<file path="src/rtl/key_pkg.sv">
`default_nettype none
// ============================================================================
//  Module   : key_pkg
//  Purpose  : Shared key-event definitions: event kinds, event field layout,
//             auto-repeat state encoding and an event-packing helper.
//             Also imported by the IO bus decoder.
//  Revision : 1.0  initial release
// ============================================================================
package key_pkg;

  localparam logic [1:0] KIND_PRESS   = 2'b00;
  localparam logic [1:0] KIND_RELEASE = 2'b01;
  localparam logic [1:0] KIND_REPEAT  = 2'b10;
  localparam logic [1:0] KIND_RSVD    = 2'b11;

  // Event byte layout: {kind[1:0], 1'b0, idx[4:0]}
  localparam int EV_W        = 8;
  localparam int EV_KIND_LSB = 6;
  localparam int EV_IDX_W    = 5;

  typedef enum logic [1:0] {
    R_IDLE   = 2'd0,
    R_DELAY  = 2'd1,
    R_REPEAT = 2'd2
  } rpt_state_t;

  function automatic logic [EV_W-1:0] make_event(input logic [1:0] kind,
                                                 input logic [EV_IDX_W-1:0] idx);
    return {kind, 1'b0, idx};
  endfunction

endpackage
`default_nettype wire

</file>
<file path="src/rtl/key_evt_fifo.sv">
`default_nettype none
// ============================================================================
//  Module   : key_evt_fifo
//  Purpose  : First-word-fall-through FIFO with occupancy count. Head data is
//             driven combinationally from storage; reads zero when empty.
//             A push into a full FIFO is accepted when a pop happens in the
//             same cycle.
//  Revision : 1.0  initial release
// ============================================================================
module key_evt_fifo #(
  parameter int WIDTH = 8,
  parameter int DEPTH = 8
) (
  input  logic                     clk,
  input  logic                     rst_n,
  input  logic                     wr_en,
  input  logic [WIDTH-1:0]         wr_data,
  input  logic                     rd_en,
  output logic [WIDTH-1:0]         rd_data,
  output logic                     empty,
  output logic                     full,
  output logic [$clog2(DEPTH):0]   count
);

  localparam int AW = $clog2(DEPTH);

  logic [WIDTH-1:0] mem [DEPTH];
  logic [AW-1:0]    wr_ptr;
  logic [AW-1:0]    rd_ptr;
  logic             do_rd;
  logic             do_wr;

  assign empty   = (count == '0);
  assign full    = (count == (AW+1)'(DEPTH));
  assign do_rd   = rd_en && !empty;
  assign do_wr   = wr_en && (!full || do_rd);
  assign rd_data = empty ? '0 : mem[rd_ptr];

  // Pointers and occupancy; pointer width makes wrap modulo DEPTH implicit.
  always_ff @(posedge clk or negedge rst_n) begin
    if (!rst_n) begin
      wr_ptr <= '0;
      rd_ptr <= '0;
      count  <= '0;
    end else begin
      if (do_wr) wr_ptr <= wr_ptr + 1'b1;
      if (do_rd) rd_ptr <= rd_ptr + 1'b1;
      if (do_wr && !do_rd)      count <= count + 1'b1;
      else if (do_rd && !do_wr) count <= count - 1'b1;
    end
  end

  // Storage array; contents are don't-care until written.
  always_ff @(posedge clk) begin
    if (do_wr) mem[wr_ptr] <= wr_data;
  end

endmodule
`default_nettype wire

</file>
<file path="src/rtl/key_event_queue.sv">
`default_nettype none
// ============================================================================
//  Module   : key_event_queue
//  Purpose  : Turns debounced active-low key levels into coded press/release
//             (and optional repeat) events, holds one pending event per key,
//             and queues them through a FWFT FIFO popped by the CPU.
//  Options  : KEY_REPEAT_EN - build the auto-repeat FSM and counter.
//  Revision : 1.0  initial release
// ============================================================================
module key_event_queue
  import key_pkg::*;
#(
  parameter int NUM_KEYS      = 5,
  parameter int FIFO_DEPTH    = 8,
  parameter int REPEAT_DELAY  = 10_000_000,
  parameter int REPEAT_PERIOD = 2_500_000
) (
  input  logic                          clk,
  input  logic                          rst_n,
  input  logic [NUM_KEYS-1:0]           key_db,
  input  logic                          rd_en,
  output logic                          ev_valid,
  output logic [7:0]                    ev_data,
  output logic [$clog2(FIFO_DEPTH):0]   ev_count,
  output logic                          overflow,
  input  logic                          ovf_clr,
  output logic [NUM_KEYS-1:0]           key_held
);

  logic [NUM_KEYS-1:0] key_r;
  logic [NUM_KEYS-1:0] key_q;
  logic [NUM_KEYS-1:0] key_press;
  logic [NUM_KEYS-1:0] key_rel;
  logic [NUM_KEYS-1:0] key_edge;
  logic [NUM_KEYS-1:0] slot_vld;
  logic [1:0]          slot_kind [NUM_KEYS];
  logic [NUM_KEYS-1:0] sel_vec;
  logic [NUM_KEYS-1:0] grant;
  logic [NUM_KEYS-1:0] rpt_load;
  logic                sel_found;
  logic                can_push;
  logic                push;
  logic [7:0]          push_data;
  logic                fifo_full;
  logic                fifo_empty;
  logic                ovf_set;

  // Level pipeline; reset to "released" so a key held through reset yields a press.
  always_ff @(posedge clk or negedge rst_n) begin
    if (!rst_n) begin
      key_r <= '1;
      key_q <= '1;
    end else begin
      key_r <= key_db;
      key_q <= key_r;
    end
  end

  assign key_held  = ~key_r;
  assign key_press = key_q & ~key_r;
  assign key_rel   = ~key_q & key_r;
  assign key_edge  = key_press | key_rel;

  // When full, a pop in the same cycle frees the entry being pushed.
  assign can_push = !fifo_full || rd_en;

  // Lowest-index valid slot wins the single FIFO write port.
  always_comb begin
    sel_vec   = '0;
    sel_found = 1'b0;
    push_data = '0;
    for (int i = 0; i < NUM_KEYS; i++) begin
      if (slot_vld[i] && !sel_found) begin
        sel_found  = 1'b1;
        sel_vec[i] = 1'b1;
        push_data  = make_event(slot_kind[i], EV_IDX_W'(i));
      end
    end
    push  = sel_found && can_push;
    grant = can_push ? sel_vec : '0;
  end

  // Pending slots: edges load (overwriting an unsent event), repeats fill only free slots.
  always_ff @(posedge clk or negedge rst_n) begin
    if (!rst_n) begin
      slot_vld <= '0;
      for (int i = 0; i < NUM_KEYS; i++) slot_kind[i] <= KIND_PRESS;
    end else begin
      for (int i = 0; i < NUM_KEYS; i++) begin
        if (key_edge[i]) begin
          slot_vld[i]  <= 1'b1;
          slot_kind[i] <= key_press[i] ? KIND_PRESS : KIND_RELEASE;
        end else if (rpt_load[i] && (!slot_vld[i] || grant[i])) begin
          slot_vld[i]  <= 1'b1;
          slot_kind[i] <= KIND_REPEAT;
        end else if (grant[i]) begin
          slot_vld[i]  <= 1'b0;
        end
      end
    end
  end

  // An event is lost only when an edge hits a slot that is not draining this cycle.
  assign ovf_set = |(key_edge & slot_vld & ~grant);

  // Sticky overflow flag; a new loss beats a simultaneous clear.
  always_ff @(posedge clk or negedge rst_n) begin
    if (!rst_n)       overflow <= 1'b0;
    else if (ovf_set) overflow <= 1'b1;
    else if (ovf_clr) overflow <= 1'b0;
  end

`ifdef KEY_REPEAT_EN
  localparam int RC_MAX = (REPEAT_DELAY > REPEAT_PERIOD) ? REPEAT_DELAY : REPEAT_PERIOD;
  localparam int RC_W   = $clog2(RC_MAX) + 1;
  localparam int TGT_W  = (NUM_KEYS > 1) ? $clog2(NUM_KEYS) : 1;

  rpt_state_t       r_state, r_state_nx;
  logic [RC_W-1:0]  r_cnt, r_cnt_nx;
  logic [TGT_W-1:0] r_tgt, r_tgt_nx;
  logic             tgt_rel;
  logic             rpt_fire;

  // Repeat FSM state, shared counter and target key.
  always_ff @(posedge clk or negedge rst_n) begin
    if (!rst_n) begin
      r_state <= R_IDLE;
      r_cnt   <= '0;
      r_tgt   <= '0;
    end else begin
      r_state <= r_state_nx;
      r_cnt   <= r_cnt_nx;
      r_tgt   <= r_tgt_nx;
    end
  end

  // Next state: any press (lowest index) retargets; target release stops repeating.
  always_comb begin
    r_state_nx = r_state;
    r_cnt_nx   = r_cnt;
    r_tgt_nx   = r_tgt;
    rpt_fire   = 1'b0;
    rpt_load   = '0;
    tgt_rel    = 1'b0;
    for (int i = 0; i < NUM_KEYS; i++) begin
      if (TGT_W'(i) == r_tgt) tgt_rel = key_rel[i];
    end
    for (int i = NUM_KEYS - 1; i >= 0; i--) begin
      if (key_press[i]) r_tgt_nx = TGT_W'(i);
    end
    if (|key_press) begin
      r_state_nx = R_DELAY;
      r_cnt_nx   = '0;
    end else begin
      case (r_state)
        R_DELAY: begin
          if (tgt_rel) begin
            r_state_nx = R_IDLE;
            r_cnt_nx   = '0;
          end else if (r_cnt == RC_W'(REPEAT_DELAY - 1)) begin
            rpt_fire   = 1'b1;
            r_state_nx = R_REPEAT;
            r_cnt_nx   = '0;
          end else begin
            r_cnt_nx   = r_cnt + 1'b1;
          end
        end
        R_REPEAT: begin
          if (tgt_rel) begin
            r_state_nx = R_IDLE;
            r_cnt_nx   = '0;
          end else if (r_cnt == RC_W'(REPEAT_PERIOD - 1)) begin
            rpt_fire   = 1'b1;
            r_cnt_nx   = '0;
          end else begin
            r_cnt_nx   = r_cnt + 1'b1;
          end
        end
        R_IDLE:  r_cnt_nx = '0;
        default: begin
          r_state_nx = R_IDLE;
          r_cnt_nx   = '0;
        end
      endcase
    end
    for (int i = 0; i < NUM_KEYS; i++) begin
      if (rpt_fire && (TGT_W'(i) == r_tgt)) rpt_load[i] = 1'b1;
    end
  end
`else
  logic unused_rpt;
  assign unused_rpt = (REPEAT_DELAY > 0) ^ (REPEAT_PERIOD > 0);
  assign rpt_load   = '0;
`endif

  key_evt_fifo #(
    .WIDTH (8),
    .DEPTH (FIFO_DEPTH)
  ) u_fifo (
    .clk     (clk),
    .rst_n   (rst_n),
    .wr_en   (push),
    .wr_data (push_data),
    .rd_en   (rd_en),
    .rd_data (ev_data),
    .empty   (fifo_empty),
    .full    (fifo_full),
    .count   (ev_count)
  );

  assign ev_valid = !fifo_empty;

endmodule
`default_nettype wire
</file>
<file path="config.mk">
export PLATFORM = sky130hd
export DESIGN_NAME = key_event_queue
export DESIGN_NICKNAME = d
export VERILOG_FILES = /design/src/rtl/key_pkg.sv /design/src/rtl/key_evt_fifo.sv /design/src/rtl/key_event_queue.sv
export SDC_FILE = /design/constraint.sdc
export NUM_CORES = 1
export LEC_CHECK = 0
export CAP_MARGIN = 20
export CORE_ASPECT_RATIO = 2
export CORE_MARGIN = 1.5
export CORE_UTILIZATION = 56
export CTS_BUF_LIST = sky130_fd_sc_hd__clkbuf_4 sky130_fd_sc_hd__clkbuf_8 sky130_fd_sc_hd__clkbuf_16
export CTS_CLUSTER_DIAMETER = 60
export DETAILED_ROUTE_END_ITERATION = 16
export PLACE_DENSITY_LB_ADDON = 0.12
export SYNTH_ARGS = -nofsm -noshare
export SYNTH_HDL_FRONTEND = slang
export SYNTH_SLANG_ARGS = --single-unit
export TNS_END_PERCENT = 20
</file>
<file path="constraint.sdc">
create_clock -name clk -period 3.9 [get_ports clk]
set_input_delay 0.585 -clock clk [delete_from_list [all_inputs] [get_ports clk]]
set_output_delay 0.585 -clock clk [all_outputs]
set_load 0.05 [all_outputs]
</file>
==> flow_summary.rst <==
.. list-table::
   :header-rows: 1

   * - Metric
     - Value
   * - Result of the run
     - completed
   * - Sum of net half-perimeters after detailed placement
     - approximately 4 mm
   * - Crit path setup slack, layout
     - about 0.70 ns
   * - Post-CTS Hold Buffers
     - 0
   * - Post-Route Utilization
     - about 67%
   * - Mapped Area
     - around 0.0028 sq mm
   * - Number of buffers created by CTS
     - 9
   * - DRC errors left
     - 0
   * - Number of DRC markers after the initial detailed-route iteration
     - 23
   * - Number of diodes
     - 0
   * - Dominant cells by area after synthesis
     - sky130_fd_sc_hd__edfxtp_1, sky130_fd_sc_hd__dfrtp_1, sky130_fd_sc_hd__dfstp_2, sky130_fd_sc_hd__mux4_2, sky130_fd_sc_hd__ha_1
   * - Clock tree from TritonCTS
     - yes
   * - Chip height
     - between 100 and 150 um
   * - Synthesized-area fraction occupied by adder cells
     - roughly 5.2%
   * - Nets
     - between 200 and 250
   * - Average wire length per cell after detail routing
     - approximately 18 um
   * - Fraction of synthesized cell area in xor and xnor cells
     - 1.89%
   * - Number of antenna violations at the first check in global routing
     - 0
   * - Achievable frequency
     - about 0.31 GHz
   * - Area inside the core boundary
     - approximately 0.0048 sq mm
   * - Post-CTS clock slew at the launch and capture registers of the worst setup and hold paths
     - 0.06 ns
   * - Via-to-Cell Ratio
     - 5.63
   * - Ranking of synthesized cells by instance count
     - sky130_fd_sc_hd__edfxtp_1, sky130_fd_sc_hd__dfrtp_1, sky130_fd_sc_hd__nand2_1, sky130_fd_sc_hd__nor2_1, sky130_fd_sc_hd__inv_1
   * - Min-delay src
     - key_r[0]$_DFF_PN1_
   * - Final standard cell count with taps included and fillers excluded
     - 291
   * - Flip-flop and latch count after synthesis
     - 63
   * - Clk root buf
     - sky130_fd_sc_hd__clkbuf_8
   * - Buffer count from post-CTS setup fixing
     - 0
   * - Maximum ir drop on the vdd rail
     - just over 0.0008 V
   * - Met2 Use GR
     - 42.4%
   * - Compound-gate portion of the synthesized area
     - under 10%
   * - Share of the yosys chip area belonging to registers
     - between 60% and 70%
   * - Number of library cell types mapped by synthesis
     - 42
   * - Worst Path Max Fanout
     - 10
   * - 1st-pass router iterations
     - 4
   * - Worst slack, placed
     - 0.578 ns
   * - Wirelength, routed
     - approximately 5.3 mm
   * - Std cell rows
     - 36
   * - Area share of the leading cell type in the synthesized netlist
     - 34.6%
   * - Clock sink total
     - between 60 and 70
   * - Worst EP arrival
     - around 2.6 ns
   * - Clock latency at the later pin of the worst-skew pair
     - between 0.3 and 0.4 ns
   * - Signed area change from the synthesized netlist to the final layout
     - 16.6%
   * - Final worst-path cycle share
     - 81.9%
   * - Max capacitance violation total
     - 0
   * - Syn_area_per_cell
     - approximately 14 sq um
   * - Width of the die
     - 52.8 um
   * - Worst endpoint required time
     - about 3.3 ns
   * - Startpoint class of the critical path
     - register
   * - Starting density of the core
     - between 50 and 60%
   * - Quantity of gates resized following cts
     - 0
   * - Number of endpoints with negative hold slack in the final report
     - 0
   * - Input/output buffers
     - 23
   * - Multiplexer fraction of the synthesized cell area
     - 9.65%
   * - Async SR Flop Fraction
     - between 40 and 50%
   * - Main combinational cell family by area after synthesis
     - multiplexers
   * - Total Die Area
     - between 0.005 and 0.006 sq mm
   * - Leakage power figure
     - between 1 and 1.5 nW
   * - Final Slew Violations
     - 0
   * - Routing usage on met3
     - approximately 5.8%
   * - Top-level I/O count
     - 28
   * - Finish-stage setup viols
     - 0
   * - Layer with the highest usage after global routing
     - met2
   * - Setup TNS
     - 0 ns
   * - Cells after synthesis
     - 200
   * - Tmin final
     - 3.20 ns
   * - Max-slew headroom at the worst pin
     - a little over two fifths
   * - Maximum number of pins on one net before global-route repair
     - 20
   * - Setup repair after global routing missed its margin
     - false
   * - Yosys warnings
     - 0
   * - Met1 Track Usage GR
     - around 22%
   * - Worst Max-Slew Pin Slew
     - ~0.85 ns
   * - Number of enable-type register cells in the synthesized netlist
     - 32
   * - Final global-route overflow total
     - 0
   * - Post-detailed-route count of antenna-violating nets
     - 0
   * - Prevailing post-synth register cell
     - sky130_fd_sc_hd__edfxtp_1
   * - Skew final
     - ~0.0058 ns
   * - Worst min-delay path category
     - reg2reg
   * - Largest buffer count on any clock path
     - 2
   * - Total via count after detailed routing
     - roughly 1.6k
   * - Startpoint of the most critical register-to-register path
     - slot_vld[0]$_DFFE_PN0P_
   * - Number of global-route vias before repair
     - roughly 1.8k
   * - GPL Wtd Cong
     - about 0.8
   * - Startpoint of the most critical setup path
     - u_fifo.rd_ptr[0]$_DFFE_PN0P_
   * - WS Path Type
     - reg2out
   * - Critical Path End Type
     - primary output
   * - Count leader, synth
     - sky130_fd_sc_hd__edfxtp_1
   * - H-tree lvl count
     - 3
   * - Power per cell area
     - roughly 800 mW/mm^2
   * - First-pass GRT wire length
     - around 8.4 mm
   * - Number of placed instances with taps included
     - 275
   * - Simple-gate share of the synthesized area
     - approximately 9.7%
   * - Top cell type by total area after synthesis
     - sky130_fd_sc_hd__edfxtp_1
   * - Overall fraction of global-route tracks in use
     - between 20 and 25%
   * - Share of cells above drive strength 1
     - a little under a fifth
[final cells by class]
type                       instances  area [sq um]
clock buffer                      14           161
clock inverter                     2          8.76
fill                             375          1590
inverter                          12          45.0
multi-input combinational        117           926
sequential                        63          1750
tap                               57          71.3
timing repair buffer              26           273
[where the power goes]
| part | total, mW | internal, mW | leakage [nW] | switching (mW) |
|---|---|---|---|---|
| combinational | 1.04 | 0.430 | 0.528 | 0.608 |
| clock | 0.483 | 0.263 | 0.0932 | 0.220 |
| sequential | 1.07 | 0.900 | 0.636 | 0.166 |
| total | 2.59 | 1.59 | 1.26 | 0.993 |
[layer usage]
metal	vias up	wire [um]	share of wire, %
li1	780	-	-
met3	11	143	2.7
met2	34	3170	60
met4	0	125	2.4
met5	-	0	0
met1	814	1830	35
[sequential cells by signal, indices dropped and copies added (netlist names)]
register	count
overflow	1
slot_kind	5
key_q	5
slot_vld	5
u_fifo.mem	32
key_r	5
u_fifo.count	4
u_fifo.rd_ptr	3
u_fifo.wr_ptr	3
[metrics by stage]
| stage | total power [mW] | hold slack (ns) | area, sq um |
|---|---|---|---|
| after floorplan | 1.79 | 0.289 | 2790 |
| after global placement | 2.05 | 0.356 | 3040 |
| after detailed placement | 2.12 | 0.356 | 3060 |
| after CTS | 2.61 | 0.367 | 3230 |
| after global routing | 2.72 | 0.371 | 3230 |
| final | 2.59 | 0.366 | 3230 |
[kinds of logic (layout without fill, tap and decap cells)]
| kind of cell | Yosys count | count (layout) |
|---|---|---|
| multiplexers | 16 | 16 |
| AO/OA/AOI/OAI | 25 | 25 |
| buffers and inverters | 23 | 54 |
| AND/OR/NAND/NOR | 55 | 55 |
| XOR/XNOR | 6 | 6 |
| flip-flops | 63 | 63 |
| adder cells (fa/ha/maj) | 11 | 11 |
| other | 1 | 4 |
[final timing paths]
| path | to | slack, ns | cells after the start |
|---|---|---|---|
| setup / recovery | ev_data[1] | 0.70 | 4 |
| hold / removal | key_q[0]$_DFF_PN1_ | 0.37 | 0 |
| setup reg to reg | u_fifo.count[3]$_DFFE_PN0P_ | 0.75 | 9 |
| hold reg to reg | key_q[0]$_DFF_PN1_ | 0.37 | 0 |
| max in group asynchronous | key_q[1]$_DFF_PN1_ | 2.61 | 3 |
| min in group asynchronous | u_fifo.count[2]$_DFFE_PN0P_ | 0.58 | 1 |
[placed cells by master, fill, tap and decap left out, types with 3 or more instances in the layout]
master and count:
sky130_fd_sc_hd__clkdlybuf4s50_1 23, sky130_fd_sc_hd__mux2i_1 5, sky130_fd_sc_hd__xnor2_1 5, sky130_fd_sc_hd__inv_1 12, sky130_fd_sc_hd__conb_1 4, sky130_fd_sc_hd__edfxtp_1 32, sky130_fd_sc_hd__nor3_1 8, sky130_fd_sc_hd__nand2_1 15
sky130_fd_sc_hd__nand2b_1 3, sky130_fd_sc_hd__nor2_1 13, sky130_fd_sc_hd__clkbuf_4 5, sky130_fd_sc_hd__nor2b_1 7, sky130_fd_sc_hd__clkbuf_8 9, sky130_fd_sc_hd__mux4_2 8, sky130_fd_sc_hd__dfstp_2 10, sky130_fd_sc_hd__ha_1 10
sky130_fd_sc_hd__dfrtp_1 21, sky130_fd_sc_hd__o21ai_0 10
[critical path, cell delays in order, from the launching register on]
cell,delay (ns)
sky130_fd_sc_hd__dfrtp_1,0.73
sky130_fd_sc_hd__mux4_2,0.60
sky130_fd_sc_hd__mux2i_1,0.18
sky130_fd_sc_hd__nor2_1,0.06
sky130_fd_sc_hd__clkdlybuf4s50_1,0.70
(Power assumes the default switching activity.)
